`config.mk`:
```
export PLATFORM = sky130hd
export DESIGN_NAME = pointer_memory
export DESIGN_NICKNAME = d
export VERILOG_FILES = /design/src/rtl/pointer_memory_pkg.sv /design/src/rtl/memory_pointer_file.sv /design/src/rtl/pointer_memory.sv
export SDC_FILE = /design/constraint.sdc
export NUM_CORES = 2
export LEC_CHECK = 0
export CAP_MARGIN = 10
export CORE_AREA = 2 2 639 641
export DETAILED_ROUTE_END_ITERATION = 8
export DIE_AREA = 0 0 641 643
export PLACE_DENSITY = 0.6
export SETUP_SLACK_MARGIN = 0.2
export SLEW_MARGIN = 10
export SYNTH_ARGS = -nofsm -noshare
export SYNTH_HDL_FRONTEND = slang
export SYNTH_SLANG_ARGS = --single-unit
```
`constraint.sdc`:
```
create_clock -name clock -period 4 [get_ports clock]
set_input_delay 0.8 -clock clock [delete_from_list [all_inputs] [get_ports clock]]
set_output_delay 0.8 -clock clock [all_outputs]
set_load 0.01 [all_outputs]
```
`src/rtl/pointer_memory_pkg.sv`:
```
// Shared definitions for the pointer memory: the operation encoding, the
// well-known pointer indices and small op-classification helpers.
// Optional build macro used elsewhere: MEMORY_WRAP_FAULT_EN.
package control;

    // One operation is executed per clock on the selected pointer.
    typedef enum logic [3:0] {
        NOP          = 4'd0,
        READ         = 4'd1,
        WRITE        = 4'd2,
        LOAD         = 4'd3,
        REL_ADD      = 4'd4,
        REL_SUB      = 4'd5,
        INC          = 4'd6,
        DEC          = 4'd7,
        READ_POSTINC = 4'd8,
        WRITE_PREDEC = 4'd9
    } memory_op_e;

    // Conventional roles of the pointer slots.
    localparam int PTR_MAR = 0;
    localparam int PTR_PC  = 1;
    localparam int PTR_SP  = 2;

    // Ops that load the read register and raise out_valid next cycle.
    function automatic logic op_is_read(input memory_op_e op);
        return (op == READ) || (op == READ_POSTINC);
    endfunction

    // Ops that store the data input into the cell array.
    function automatic logic op_is_write(input memory_op_e op);
        return (op == WRITE) || (op == WRITE_PREDEC);
    endfunction

endpackage

```
`src/rtl/memory_pointer_file.sv`:
```
// Pointer register file: holds NUM_PTRS address pointers, computes the
// update for the selected one and supplies the address used for the access.
// Build macro: MEMORY_WRAP_FAULT_EN adds a sticky carry/borrow detector;
// without it fault_o is a constant 0 and no detection logic exists.
module memory_pointer_file
    import control::*;
#(
    parameter int ADDR_WIDTH = 8,
    parameter int DATA_WIDTH = 8,
    parameter int NUM_PTRS   = 3,
    parameter int SEL_WIDTH  = (NUM_PTRS > 1) ? $clog2(NUM_PTRS) : 1
) (
    input  logic                  clk_i,
    input  logic                  rst_ni,
    input  memory_op_e            op_i,
    input  logic [SEL_WIDTH-1:0]  ptr_sel_i,
    input  logic [DATA_WIDTH-1:0] operand_i,
    output logic [ADDR_WIDTH-1:0] ptr_o,
    output logic [ADDR_WIDTH-1:0] access_ptr_o,
    output logic                  sel_valid_o,
    output logic                  fault_o
);

    logic [ADDR_WIDTH-1:0] ptr_vals [NUM_PTRS];
    logic [ADDR_WIDTH-1:0] cur_ptr;
    logic [ADDR_WIDTH-1:0] operand;
    logic [ADDR_WIDTH-1:0] delta;
    logic [ADDR_WIDTH-1:0] arith_res;
    logic [ADDR_WIDTH-1:0] ptr_d;
    logic                  sel_valid;
    logic                  ptr_we;
    logic                  ptr_commit;
    logic                  is_arith;
    logic                  is_sub;

    // Operand is zero-extended or truncated to pointer width.
    assign operand = ADDR_WIDTH'(operand_i);

    // Select the active pointer; an out-of-range selector reads as zero.
    always_comb begin
        cur_ptr   = '0;
        sel_valid = 1'b0;
        for (int i = 0; i < NUM_PTRS; i++) begin
            if (ptr_sel_i == SEL_WIDTH'(i)) begin
                cur_ptr   = ptr_vals[i];
                sel_valid = 1'b1;
            end
        end
    end

    // Decode the op into a pointer write enable and an add/sub amount.
    always_comb begin
        ptr_we   = 1'b0;
        is_arith = 1'b0;
        is_sub   = 1'b0;
        delta    = '0;
        case (op_i)
            LOAD: begin
                ptr_we = 1'b1;
            end
            REL_ADD: begin
                ptr_we   = 1'b1;
                is_arith = 1'b1;
                delta    = operand;
            end
            REL_SUB: begin
                ptr_we   = 1'b1;
                is_arith = 1'b1;
                is_sub   = 1'b1;
                delta    = operand;
            end
            INC, READ_POSTINC: begin
                ptr_we   = 1'b1;
                is_arith = 1'b1;
                delta    = ADDR_WIDTH'(1);
            end
            DEC, WRITE_PREDEC: begin
                ptr_we   = 1'b1;
                is_arith = 1'b1;
                is_sub   = 1'b1;
                delta    = ADDR_WIDTH'(1);
            end
            default: begin
            end
        endcase
    end

`ifdef MEMORY_WRAP_FAULT_EN
    logic [ADDR_WIDTH:0] arith_ext;
    logic                wrap;
    logic                fault_q;

    // One extra bit captures carry out of an add or borrow out of a subtract.
    always_comb begin
        if (is_sub) begin
            arith_ext = {1'b0, cur_ptr} - {1'b0, delta};
        end else begin
            arith_ext = {1'b0, cur_ptr} + {1'b0, delta};
        end
    end

    assign arith_res = arith_ext[ADDR_WIDTH-1:0];
    assign wrap      = is_arith & sel_valid & arith_ext[ADDR_WIDTH];

    // Sticky wrap flag, cleared only by reset.
    always_ff @(posedge clk_i or negedge rst_ni) begin
        if (!rst_ni) begin
            fault_q <= 1'b0;
        end else if (wrap) begin
            fault_q <= 1'b1;
        end
    end

    assign fault_o = fault_q;
`else
    assign arith_res = is_sub ? (cur_ptr - delta) : (cur_ptr + delta);
    assign fault_o   = 1'b0;
`endif

    assign ptr_d      = is_arith ? arith_res : operand;
    assign ptr_commit = ptr_we & sel_valid;

    // Each pointer updates only when it is the selected one.
    generate
        for (genvar gi = 0; gi < NUM_PTRS; gi++) begin : gen_ptr
            logic [ADDR_WIDTH-1:0] ptr_q;

            // Pointer register gi: load or modular update when selected.
            always_ff @(posedge clk_i or negedge rst_ni) begin
                if (!rst_ni) begin
                    ptr_q <= '0;
                end else if (ptr_commit && (ptr_sel_i == SEL_WIDTH'(gi))) begin
                    ptr_q <= ptr_d;
                end
            end

            assign ptr_vals[gi] = ptr_q;
        end
    endgenerate

    // Pre-decrement writes use the decremented pointer; all else the current one.
    assign access_ptr_o = (op_i == WRITE_PREDEC) ? arith_res : cur_ptr;
    assign ptr_o        = cur_ptr;
    assign sel_valid_o  = sel_valid;

endmodule

```
`src/rtl/pointer_memory.sv`:
```
// Pointer-addressed word memory. The cell address is the selected pointer
// with word_sel appended as the low bit. Reads are registered (latency 1)
// with a one-cycle out_valid pulse; cell contents are never reset.
// Build macro: MEMORY_WRAP_FAULT_EN enables the sticky pointer-wrap fault.
module pointer_memory
    import control::*;
#(
    parameter int ADDR_WIDTH = 8,
    parameter int DATA_WIDTH = 8,
    parameter int NUM_PTRS   = 3
) (
    input  logic                  clock,
    input  logic                  reset,
    input  logic [DATA_WIDTH-1:0] in,
    output logic [DATA_WIDTH-1:0] out,
    output logic                  out_valid,
    input  logic                  word_sel,
    input  logic [((NUM_PTRS > 1) ? $clog2(NUM_PTRS) : 1)-1:0] ptr_sel,
    input  memory_op_e            op,
    output logic [ADDR_WIDTH-1:0] ptr_out,
    output logic                  fault
);

    localparam int SEL_WIDTH = (NUM_PTRS > 1) ? $clog2(NUM_PTRS) : 1;
    localparam int DEPTH     = 2 ** (ADDR_WIDTH + 1);

    logic [DATA_WIDTH-1:0] cells [DEPTH];
    logic [ADDR_WIDTH-1:0] access_ptr;
    logic [ADDR_WIDTH:0]   addr;
    logic                  sel_valid;
    logic                  do_read;
    logic                  do_write;
    logic [DATA_WIDTH-1:0] out_q;
    logic [DATA_WIDTH-1:0] out_d;
    logic                  out_valid_q;
    logic                  out_valid_d;

    memory_pointer_file #(
        .ADDR_WIDTH (ADDR_WIDTH),
        .DATA_WIDTH (DATA_WIDTH),
        .NUM_PTRS   (NUM_PTRS),
        .SEL_WIDTH  (SEL_WIDTH)
    ) u_ptr_file (
        .clk_i        (clock),
        .rst_ni       (reset),
        .op_i         (op),
        .ptr_sel_i    (ptr_sel),
        .operand_i    (in),
        .ptr_o        (ptr_out),
        .access_ptr_o (access_ptr),
        .sel_valid_o  (sel_valid),
        .fault_o      (fault)
    );

    assign addr     = {access_ptr, word_sel};
    // An invalid pointer selector turns every op into a NOP.
    assign do_read  = sel_valid & op_is_read(op);
    assign do_write = sel_valid & op_is_write(op);

    // Cell array write port; contents survive reset.
    always_ff @(posedge clock) begin
        if (do_write) begin
            cells[addr] <= in;
        end
    end

    // Next read-register value: new data on a read, otherwise hold.
    always_comb begin
        out_d       = out_q;
        out_valid_d = do_read;
        if (do_read) begin
            out_d = cells[addr];
        end
    end

    // Registered read data and its valid pulse, cleared at once by reset.
    always_ff @(posedge clock or negedge reset) begin
        if (!reset) begin
            out_q       <= '0;
            out_valid_q <= 1'b0;
        end else begin
            out_q       <= out_d;
            out_valid_q <= out_valid_d;
        end
    end

    assign out       = out_q;
    assign out_valid = out_valid_q;

endmodule

```
==> flow_results.org <==
** Job
- Max capacitance violation total :: 0

** Worst setup path
- Crit path capture type :: register
- Highest fanout seen on the critical path :: 5
- Classification of the worst setup path :: reg -> reg
- Worst Path Arrival :: 5.50 ns
- The worst setup path is launched from a register.
- For the worst setup path, the data required time is 4.86 ns.

** Timing
- Post-route minimum period :: between 4 and 5 ns
- For the pin with the worst max-slew slack, the measured transition is 1.12 ns.
- On the final layout, the worst clock skew is approximately 0.046 ns.
- Headroom to the max-slew limit :: 25.4%
- Worst hold slack :: between 0.15 and 0.2 ns
- Setup repair after global routing missed its margin :: true
- Max frequency :: roughly 220 MHz
- The number of endpoints with negative hold slack in the final report was 0.
- The final critical path takes up 116% of the cycle.
- Worst Slack Setup Final :: -0.639 ns
- Max-slew violation total from the final report :: 0
- Setup violations, final :: slightly below 4k

** Drt
- Number of vias after detailed routing :: 95.3k
- The detail route stage leaves a number of antenna-violating nets equal to 0.
- In the final routed layout, each cell accounts on average for around 33 um.
- Initial DRC Count :: 14.0k
- Using the TritonRoute via totals, the vias-per-cell ratio works out to between 5 and 6.
- After detailed routing, the total wire length is 535 mm.
- In the routed design, unresolved DRC markers number 0.
- Pre-Repair DR Iteration Count :: 7

** Die
- After floorplanning, the core was sized to cover between 0.4 and 0.5 mm^2.
- Num rows :: ~230
- The die covers a little over 0.4 mm^2.
- Height of the chip :: 643 um
- Once the floorplan was initialized, standard cells occupied about two fifths of the core.
- Number of primary I/O pins :: 35
- Horiz. Die Dim :: 641 um

** Finish
- The area growth from synthesis to layout is 25.2%.
- Commonest non-fill, non-tap cell in the layout :: sky130_fd_sc_hd__edfxtp_1
- Layout Utilization :: 49.9%
- After the last flow step, the layout net total stands at between 10k and 15k.
- Fin cells :: roughly 16k
- Commonest cells after routing, fill and taps aside :: 4096 x sky130_fd_sc_hd__edfxtp_1, 1399 x sky130_fd_sc_hd__buf_4, 809 x sky130_fd_sc_hd__mux4_2
- Share of cells above drive strength 1 :: between 30% and 40%
- Counting the fill cells in the layout gives 32.7k.

** Synthesis
- Syn nets :: between 8k and 9k
- Part of the Yosys area used for sequential elements :: ~77%
- Average footprint of a synthesized cell :: around 19 um^2
- Proportion of synthesized flip-flops having asynchronous set or reset :: less than 1%
- Post-synthesis compound-gate area fraction :: 4.33%
- Cell variety after synth :: 96
- Mux contribution to synthesized area :: around an eighth
- Most used flip-flop cell after synthesis :: sky130_fd_sc_hd__edfxtp_1
- The cell area that synthesis handed to floorplanning was approximately 0.16 mm^2.
- After Yosys synthesis, and, or, nand and nor cells account for approximately 4.4% of the synthesized area.
- After synthesis, the largest family of logic cells by area is multiplexers.
- Yosys warning count :: 0
- The synthesized design contains 4129 register bits.
- After Yosys synthesis, full adders, half adders and majority gates account for less than 1% of the synthesized area.
- Count of flip-flops with a built-in enable after synthesis :: between 4k and 5k
- Summing the areas of all xor and xnor instances in the mapped netlist gives 0.0758% of the synthesized area.
- Number of instances in the synthesized netlist :: ~8.5k

** Clocking
- Number of buffers on the longest clock path :: 4
- In this run the number of H-tree levels came out at 5.
- Clock Latency Late Sink :: 0.99 ns
- TritonCTS built the clock tree.
- Clock-pin transition on the worst setup and hold timing paths :: around 0.06 ns
- The cell sitting at the root of the clock tree is a sky130_fd_sc_hd__clkbuf_16.
- Number of clock sinks :: slightly above 4k
- Clock buffers created by TritonCTS :: 410

** Placement
- Routability-driven placement finished with a final weighted congestion of 0.939.
- Once detailed placement completed, the half-perimeter wirelength came to about 360 mm.
- In this run, placement finished with an instance count of between 15k and 20k.
- Quantity of I/O buffers inserted on ports :: 33

** Pwr
- In this run the power density over the cells is around 540 mW/mm^2.
- Summed over all cells, the static leakage comes to approximately 0.066 uW.
- Maximum VDD drop :: around 0.39 mV

** Run status
- The final reports fail on setup timing.
- The flow ran to the end, but the final reports show violations.

** Global routing
- GRT Overall Usage :: around 26%
- The number of antenna violations at the first check in global routing came to 39.
- Maximum number of pins on one net before global-route repair :: approximately 180
- Global-route wire length before repair :: ~740 mm
- The via count of the first global-routing pass came to around 94k.
- Global route total overflow :: 0

** Worst hold path
- HP Class :: in -> reg
## timing repair
| action | in CTS | in global routing |
|---|---|---|
| setup buffers | 73 | 22 |
| endpoints found under the hold margin | 29 | 0 |
| hold buffers | 1 | 0 |
| gates cloned | 3 | 1 |
| pin swaps | 87 | 46 |
| gates resized for setup | 254 | 95 |
| setup endpoints to repair | 4107 | 4108 |
## sequential cells by signal, summed over array words and instances, names as in the netlist
register,cells
cells,4096
out,8
out_valid,1
u_ptr_file.gen_ptr.ptr_q,24
## layout make-up
cell class,instances,area (um^2),area share [%]
repair buffers,1897,19700,9.74
diodes,10,25.0,0.0124
flip-flops and latches,4129,124000,61.2
clock buffers,498,10700,5.31
multi-input cells,3774,38600,19.1
clock inverters,255,2620,1.30
inverters,11,45.0,0.0223
well taps,5428,6790,3.36
## final timing paths
check / start / end / slack (ns) / cells after the start
max: u_ptr_file.gen_ptr[0].ptr_q[0] / out[7] / -0.64 / 19
min: in[7] / cells[348][7] / 0.19 / 1
max reg2reg: u_ptr_file.gen_ptr[0].ptr_q[0] / out[7] / -0.64 / 19
min reg2reg: u_ptr_file.gen_ptr[2].ptr_q[4] / u_ptr_file.gen_ptr[2].ptr_q[4] / 0.49 / 2
max in group asynchronous: reset / out[3] / 2.73 / 2
min in group asynchronous: reset / u_ptr_file.gen_ptr[0].ptr_q[6] / 0.59 / 2
## power breakdown
group	total (uW)	switching (uW)	internal, uW
Combinational	23000	14100	8960
Sequential	47900	186	47700
Clock	38700	16800	21900
Total	110000	31100	78600
## per-layer routing
| layer | track usage, % | wire length [um] |
|---|---|---|
| met4 | 10.4 | 26100 |
| met1 | 35.8 | 207000 |
| met5 | 0 | 258 |
| met3 | 6.16 | 60400 |
| met2 | 38.7 | 241000 |
## metrics by stage
stage | power [uW] | TNS, ns | cell area (um^2) | worst slack [ns]
2_1_floorplan | 57000 | -2892.60 | 164000 | -0.857
3_3_place_gp | 69600 | -7228.07 | 186000 | -3.17
3_5_place_dp | 69700 | -6775.60 | 186000 | -3.16
4_1_cts | 109000 | -184.96 | 202000 | -0.502
5_1_grt | 112000 | -1142.80 | 202000 | -0.702
6_report | 110000 | -580.02 | 202000 | -0.639
## worst max-delay path, cell delays in order, from the launching register on
cell and delay [ns]:
sky130_fd_sc_hd__dfrtp_1 0.39, sky130_fd_sc_hd__mux2i_2 0.20, sky130_fd_sc_hd__o21a_1 0.17, sky130_fd_sc_hd__ha_2 0.20, sky130_fd_sc_hd__inv_2 0.04, sky130_fd_sc_hd__fa_2 0.40
sky130_fd_sc_hd__buf_12 0.15, sky130_fd_sc_hd__xnor2_4 0.25, sky130_fd_sc_hd__nand2_2 0.12, sky130_fd_sc_hd__a22oi_2 0.29, sky130_fd_sc_hd__o211ai_1 0.20, sky130_fd_sc_hd__clkbuf_16 0.21
sky130_fd_sc_hd__buf_12 0.15, sky130_fd_sc_hd__o21ai_4 0.14, sky130_fd_sc_hd__nor2_4 0.05, sky130_fd_sc_hd__nand4_1 0.33, sky130_fd_sc_hd__o211ai_1 0.48, sky130_fd_sc_hd__a311oi_4 0.47
sky130_fd_sc_hd__buf_6 0.18, sky130_fd_sc_hd__a31oi_4 0.08
## synthesized netlist by cell type (8+ instances only)
master,n,area share [%]
sky130_fd_sc_hd__o31ai_1,10,0.046
sky130_fd_sc_hd__a211oi_1,52,0.24
sky130_fd_sc_hd__a31oi_1,52,0.20
sky130_fd_sc_hd__mux4_2,809,11
sky130_fd_sc_hd__and3_1,44,0.17
sky130_fd_sc_hd__nor2_1,640,1.5
sky130_fd_sc_hd__a22oi_1,41,0.19
sky130_fd_sc_hd__nand2_1,607,1.4
sky130_fd_sc_hd__a32oi_1,52,0.28
sky130_fd_sc_hd__o211a_1,17,0.11
sky130_fd_sc_hd__nor3_1,51,0.16
sky130_fd_sc_hd__o211ai_1,49,0.23
sky130_fd_sc_hd__edfxtp_1,4096,76
sky130_fd_sc_hd__o22a_1,18,0.097
sky130_fd_sc_hd__nor4_1,15,0.058
sky130_fd_sc_hd__dfrtp_1,33,0.51
sky130_fd_sc_hd__inv_1,9,0.021
sky130_fd_sc_hd__a221o_1,8,0.050
sky130_fd_sc_hd__buf_2,168,0.52
sky130_fd_sc_hd__buf_1,40,0.093
sky130_fd_sc_hd__a211o_1,14,0.076
sky130_fd_sc_hd__mux2i_1,213,1.3
sky130_fd_sc_hd__nand3_1,200,0.62
sky130_fd_sc_hd__mux2_2,29,0.20
sky130_fd_sc_hd__a21o_1,8,0.037
sky130_fd_sc_hd__a2111oi_0,12,0.065
sky130_fd_sc_hd__o2111ai_1,14,0.076
sky130_fd_sc_hd__nor2b_1,10,0.039
sky130_fd_sc_hd__buf_6,20,0.14
sky130_fd_sc_hd__a22o_1,15,0.081
sky130_fd_sc_hd__buf_4,86,0.40
sky130_fd_sc_hd__a21oi_1,241,0.75
sky130_fd_sc_hd__xnor2_1,9,0.049
sky130_fd_sc_hd__a41oi_1,15,0.081
sky130_fd_sc_hd__o32ai_1,9,0.049
sky130_fd_sc_hd__o22ai_1,64,0.25
sky130_fd_sc_hd__o21ai_0,202,0.63
sky130_fd_sc_hd__clkbuf_1,239,0.55
sky130_fd_sc_hd__a32o_1,39,0.24
sky130_fd_sc_hd__nand4_1,45,0.17
sky130_fd_sc_hd__ha_1,8,0.062
sky130_fd_sc_hd__nand2b_1,9,0.035
sky130_fd_sc_hd__a221oi_1,37,0.20
## cells by family (layout without fill, tap and decap cells)
group,count (synthesis),after routing
compound gates,1033,1033
xor+xnor,14,14
fa+ha+maj,9,9
buf+inv,567,2661
flops,4129,4129
mux,1053,1053
other cells,1,11
simple gates,1664,1664
Note: power is estimated with default switching activity, not from simulation.
